$ cat src/rtl/mac_seq_4bits_pkg.sv
// Shared types and default sizing for the multiply-accumulate sequencer.
package mac_seq_4bits_pkg;

    // Default number of products summed per run.
    localparam int N_TERMS_DEF   = 4;

    // Default accumulator width: 8-bit products plus headroom for N_TERMS_DEF terms.
    localparam int ACC_WIDTH_DEF = 10;

    // Sequencer states.
    typedef enum logic [2:0] {
        ST_ACC_IDLE    = 3'd0,
        ST_ACC_LOAD    = 3'd1,
        ST_ACC_MULT    = 3'd2,
        ST_ACC_RELEASE = 3'd3,
        ST_ACC_DONE    = 3'd4
    } estado_acc_t;

    // Width of a counter that must hold the values 0..n.
    function automatic int count_width(input int n);
        return (n < 1) ? 1 : $clog2(n + 1);
    endfunction

endpackage

$ cat src/rtl/mac_seq_4bits_controlador_acc.sv
// Sequencer FSM for the multiply-accumulate block.
//
// Handshake: a pair is consumed on a rising clk_i edge where valid_i and
// ready_o are both 1; ready_o depends on the current state only, so a
// producer may hold valid_i high for any length of time.
//
// All visible outputs are decoded from the state register. The strobes
// clr_o/load_o/acc_en_o are internal enables for the datapath registers.
import mac_seq_4bits_pkg::*;

module controlador_acc #(
    parameter int N_TERMS = N_TERMS_DEF,
    parameter int CNT_W   = count_width(N_TERMS_DEF)
) (
    input  logic              clk_i,
    input  logic              rst_i,
    input  logic              start_i,
    input  logic              valid_i,
    input  logic              mult_fim_i,
    input  logic [CNT_W-1:0]  count_i,
    output estado_acc_t       state_o,
    output logic              ready_o,
    output logic              mult_en_o,
    output logic              done_o,
    output logic              clr_o,
    output logic              load_o,
    output logic              acc_en_o
);

    localparam logic [CNT_W-1:0] COUNT_LAST = CNT_W'(N_TERMS);

    estado_acc_t state_q;
    estado_acc_t state_d;

    // State register, synchronous active-low reset.
    always_ff @(posedge clk_i) begin
        if (!rst_i) begin
            state_q <= ST_ACC_IDLE;
        end else begin
            state_q <= state_d;
        end
    end

    // Next-state logic and datapath strobes.
    always_comb begin
        state_d  = state_q;
        clr_o    = 1'b0;
        load_o   = 1'b0;
        acc_en_o = 1'b0;
        case (state_q)
            ST_ACC_IDLE: begin
                if (start_i) begin
                    clr_o   = 1'b1;
                    state_d = ST_ACC_LOAD;
                end
            end
            ST_ACC_LOAD: begin
                if (valid_i) begin
                    load_o  = 1'b1;
                    state_d = ST_ACC_MULT;
                end
            end
            ST_ACC_MULT: begin
                // Only this transition captures a product, so a long fim level
                // is summed exactly once.
                if (mult_fim_i) begin
                    acc_en_o = 1'b1;
                    state_d  = ST_ACC_RELEASE;
                end
            end
            ST_ACC_RELEASE: begin
                // Wait for the multiplier to drop fim before launching again.
                if (!mult_fim_i) begin
                    state_d = (count_i == COUNT_LAST) ? ST_ACC_DONE : ST_ACC_LOAD;
                end
            end
            ST_ACC_DONE: begin
                if (start_i) begin
                    clr_o   = 1'b1;
                    state_d = ST_ACC_LOAD;
                end
            end
            default: begin
                state_d = ST_ACC_IDLE;
            end
        endcase
    end

    assign state_o   = state_q;
    assign ready_o   = (state_q == ST_ACC_LOAD);
    assign mult_en_o = (state_q == ST_ACC_MULT);
    assign done_o    = (state_q == ST_ACC_DONE);

endmodule

$ cat src/rtl/mac_seq_4bits.sv
// Multiply-accumulate sequencer around the 4-bit shift-add multiplier.
// Feeds operand pairs to the multiplier one at a time and sums N_TERMS
// products into acc_o. The sum wraps modulo 2^ACC_WIDTH.
import mac_seq_4bits_pkg::*;

module mac_seq_4bits #(
    parameter int N_TERMS   = N_TERMS_DEF,
    parameter int ACC_WIDTH = ACC_WIDTH_DEF
) (
    input  logic                             clk_i,
    input  logic                             rst_i,
    input  logic                             start_i,
    input  logic [3:0]                       a_i,
    input  logic [3:0]                       b_i,
    input  logic                             valid_i,
    output logic                             ready_o,
    output logic [3:0]                       mult_a_o,
    output logic [3:0]                       mult_b_o,
    output logic                             mult_en_o,
    input  logic [7:0]                       mult_y_i,
    input  logic                             mult_fim_i,
    output logic [ACC_WIDTH-1:0]             acc_o,
    output logic [$clog2(N_TERMS+1)-1:0]     count_o,
    output logic                             done_o
);

    localparam int CNT_W = $clog2(N_TERMS + 1);

    estado_acc_t state;
    logic        clr;
    logic        load;
    logic        acc_en;

    logic [3:0]           a_q,     a_d;
    logic [3:0]           b_q,     b_d;
    logic [ACC_WIDTH-1:0] acc_q,   acc_d;
    logic [CNT_W-1:0]     count_q, count_d;

    controlador_acc #(
        .N_TERMS (N_TERMS),
        .CNT_W   (CNT_W)
    ) u_ctrl (
        .clk_i      (clk_i),
        .rst_i      (rst_i),
        .start_i    (start_i),
        .valid_i    (valid_i),
        .mult_fim_i (mult_fim_i),
        .count_i    (count_q),
        .state_o    (state),
        .ready_o    (ready_o),
        .mult_en_o  (mult_en_o),
        .done_o     (done_o),
        .clr_o      (clr),
        .load_o     (load),
        .acc_en_o   (acc_en)
    );

    // Datapath next values: clear on start, capture on handshake, sum on product.
    always_comb begin
        a_d     = a_q;
        b_d     = b_q;
        acc_d   = acc_q;
        count_d = count_q;
        if (clr) begin
            acc_d   = '0;
            count_d = '0;
        end
        if (load) begin
            a_d = a_i;
            b_d = b_i;
        end
        if (acc_en) begin
            acc_d   = acc_q + ACC_WIDTH'(mult_y_i);
            count_d = count_q + CNT_W'(1);
        end
    end

    // Datapath registers, synchronous active-low reset.
    always_ff @(posedge clk_i) begin
        if (!rst_i) begin
            a_q     <= '0;
            b_q     <= '0;
            acc_q   <= '0;
            count_q <= '0;
        end else begin
            a_q     <= a_d;
            b_q     <= b_d;
            acc_q   <= acc_d;
            count_q <= count_d;
        end
    end

    assign mult_a_o = a_q;
    assign mult_b_o = b_q;
    assign acc_o    = acc_q;
    assign count_o  = count_q;

    // The state is observable through u_ctrl.state_o; nothing else here needs it.
    logic unused_state;
    assign unused_state = ^state;

endmodule
$ cat config.mk
export PLATFORM = sky130hd
export DESIGN_NAME = mac_seq_4bits
export DESIGN_NICKNAME = d
export VERILOG_FILES = /design/src/rtl/mac_seq_4bits_pkg.sv /design/src/rtl/mac_seq_4bits_controlador_acc.sv /design/src/rtl/mac_seq_4bits.sv
export SDC_FILE = /design/constraint.sdc
export NUM_CORES = 1
export LEC_CHECK = 0
export ABC_AREA = 0
export CAP_MARGIN = 20
export CORE_ASPECT_RATIO = 2
export CORE_MARGIN = 2
export CORE_UTILIZATION = 45
export CTS_BUF_LIST = sky130_fd_sc_hd__clkbuf_4 sky130_fd_sc_hd__clkbuf_8 sky130_fd_sc_hd__clkbuf_16
export DETAILED_ROUTE_END_ITERATION = 7
export GPL_ROUTABILITY_DRIVEN = 0
export PLACE_DENSITY = 0.85
export SETUP_SLACK_MARGIN = 0.15
export SLEW_MARGIN = 0
export SYNTH_ARGS = -nofsm -noshare
export SYNTH_HDL_FRONTEND = slang
export SYNTH_SLANG_ARGS = --single-unit
$ cat constraint.sdc
create_clock -name clk_i -period 5.4 [get_ports clk_i]
set_input_delay 1.08 -clock clk_i [delete_from_list [all_inputs] [get_ports clk_i]]
set_output_delay 1.08 -clock clk_i [all_outputs]
set_load 0.03 [all_outputs]
==> run_results.csv <==
group,metric,value,unit
outcome,outcome,"completed",
yosys,synth_compound_area_share,17.43,%
yosys,synth_warnings,0,
critical_path,rrSetupSlack,3.38,ns
yosys,synthesis.instances,156,
grt,antenna_found_initial,0,
critical_path,cp_num_buf_inv,1,
final_layout,drive_above_1_share,5.584,%
routing,route.detailed.drc,0,
routing,wl_per_cell,14.71,um
floorplanning,core_area,0.002943,mm^2
sta,slew_headroom,38.77,%
yosys,synth_fa_ha_area_share,10.48,%
final_layout,stdcell_count,227,
yosys,synth-seq-cells,24,
routing,routed_wirelength,3.340,mm
clock_tree,cts_resized,0,
yosys,synthTopCellsByArea,"dfxtp_1 35%, ha_1 9.0%, mux2i_1 7.2%",
yosys,yosys.area_share.simple,21.50,%
sta,clock_skew,0.005291,ns
yosys,synth_area_leader_cell,"dfxtp_1",
routing,initialDrtViolationCount,23,
critical_path,critPathKind,"register to output pin",
final_layout,area_growth,35.14,%
grt,grt_use_total,19.33,%
final_layout,nNetsFinal,230,
floorplanning,start_util,47.07,%
clock_tree,ctsHoldBuffers,0,
yosys,ys_top_cells_by_count,"24 x dfxtp_1, 19 x nor2_1, 11 x a21oi_1",
sta,fin_crit_sh,53.30,%
sta,rsz0062_at_grt,"no",
final_layout,insertedDiodeCount,0,
grt,grt_pass1_wl,5.354,mm
grt,grt_start_max_net_pins,18,
final_layout,fin_area,0.001872,mm^2
sta,clock.fmax,347.4,MHz
yosys,postSynthAreaPerCell,8.879,um^2
routing,viasPerCell,5.692,
job,timing.max_cap.violations,0,
floorplanning,die_x,43.23,um
critical_path,worstSetupStartpointType,"register",
grt,grt-ovfl-total,0,
yosys,yosysMostFrequentCell,"dfxtp_1",
critical_path,cp_cell_sequence,"nor3b_1, clkdlybuf4s50_1",
clock_tree,path_clk_slew,0.09,ns
final_layout,utilization,63.61,%
routing,drt_first_pass_iters,4,
power,power_density,218.2,mW/mm^2
clock_tree,clockBufferDepth,2,
yosys,synth_top_family_by_area,"simple AND/OR/NAND/NOR gates",
yosys,syn_area,0.001385,mm^2
clock_tree,cts_tree,"built",
critical_path,worst_ep_required_time,4.32,ns
critical_path,path_delay_family,"buffers and inverters",
power,leakagePower,0.7015,nW
placed_design,dpl-instance-area,0.001817,mm^2
routing,ant_nets,0,
yosys,ys_types,43,
placed_design,detailed_place_hpwl,2.617,mm
yosys,synth_xor_area_share,3.162,%
sta,finalSetupTns,0,ns
yosys,synthesis.nets,188,
grt,grt_pass1_vias,1232,
clock_tree,clk_latency,0.26,ns
power,ir_drop,188.1,uV
clock_tree,h-tree-depth,1,
yosys,synth_ff_type,"dfxtp_1",
placed_design,pre_cts_ws,2.287,ns
floorplanning,num_rows,28,
clock_tree,clock-sinks,24,
floorplanning,die_y,82.46,um
critical_path,crit_slowest_cell,"clkdlybuf4s50_1",
clock_tree,post-cts-setup-buffers,0,
sta,timing.hold.ws,0.5007,ns
yosys,synth_edf_count,0,
yosys,synthArstFlopShare,0,%
sta,slew_violations,0,
critical_path,slowest_delay,0.70,ns
placed_design,place_inst,223,
hold_path,worstHoldPathType,"register to register",
critical_path,endpoint_kind,"output pin",
sta,setup_violations,0,
sta,final.min_clock_period,2.878,ns
placed_design,port-buffer-count,44,
critical_path,crit_fanout,12,
critical_path,arrival,1.80,ns
power,finalPower,0.4084,mW
floorplanning,pin_count,45,
clock_tree,numCtsBuffers,3,
yosys,ys_seq_area_share,34.69,%
sta,tightest_slew,0.9165,ns
yosys,synthMuxAreaShare,7.227,%
sta,hold_viol_final,0,
sta,timing.final.ws_setup,2.522,ns
clock_tree,cts-root-buf,"clkbuf_8",
routing,num_vias,1292,
yosys,synth_top_area_share,34.69,%
floorplanning,dieArea,0.003565,mm^2
-- layout by cell type (no fill, tap or decap), types with 2 or more instances in the layout --
cell type and instances:
clkdlybuf4s50_1 44, nand4_1 3, nor2_1 19, o21ai_0 3, nand2_1 10, nor2b_1 2, a22oi_1 3, a21oi_1 11
clkbuf_8 4, xnor2_1 3, and2_1 2, nor3b_1 2, ha_1 10, xor2_1 2, nand2b_1 5, a21o_1 2
mux2i_1 10, o211ai_1 3, inv_1 7, nand3_1 8, dfxtp_1 24
-- final cells by class --
class	instances	area (um^2)
Fill cell	252	1071
Multi-Input combinational cell	117	828.3
Sequential cell	24	480.5
Timing Repair Buffer	44	440.4
Clock buffer	4	55.05
Tap cell	30	37.54
Inverter	8	30.03
-- registers in the layout (all words and copies together), names as in the netlist --
| name | flops |
|---|---|
| acc_o | 10 |
| mult_a_o | 4 |
| mult_b_o | 4 |
| count_o | 3 |
| u_ctrl.state_o | 3 |
-- final timing paths --
| check | startpoint | to | cells past startpoint |
|---|---|---|---|
| max reg2reg | u_ctrl.state_o[0]$_SDFFE_PN0P_ | mult_a_o[3]$_SDFFE_PN0P_ | 4 |
| max | u_ctrl.state_o[0]$_SDFFE_PN0P_ | ready_o | 2 |
| min reg2reg | mult_a_o[0]$_SDFFE_PN0P_ | mult_a_o[0]$_SDFFE_PN0P_ | 2 |
| min | mult_a_o[0]$_SDFFE_PN0P_ | mult_a_o[0]$_SDFFE_PN0P_ | 2 |
-- metal layers --
metal	vias up	share of wire (%)	track usage (%)
li1	636	-	-
met1	622	38	22.00
met2	30	57	36.12
met3	4	3.1	1.522
met4	0	1.4	7.576
met5	-	0	0
-- report_power, final --
part / leakage, nW / total (mW) / internal (mW) / switching (mW)
logic: 0.479 / 0.0953 / 0.0453 / 0.0500
clock network: 0.0288 / 0.121 / 0.0650 / 0.0556
registers: 0.194 / 0.193 / 0.184 / 0.00894
total: 0.701 / 0.408 / 0.294 / 0.115
-- worst register-to-register path, cell delays in order, from the launching register on --
cell and delay [ns]:
dfxtp_1 0.59, and3b_1 0.24, nor2b_1 0.74, mux2i_1 0.28
nor2_1 0.06
-- logic make-up after synthesis --
| logic type | count (synthesis) |
|---|---|
| adder cells (fa/ha/maj) | 11 |
| XOR/XNOR | 5 |
| buffers and inverters | 15 |
| AND/OR/NAND/NOR | 57 |
| AO/OA/AOI/OAI | 34 |
| multiplexers | 10 |
| flip-flops | 24 |
No activity file was read; power rests on OpenSTA's default activity.
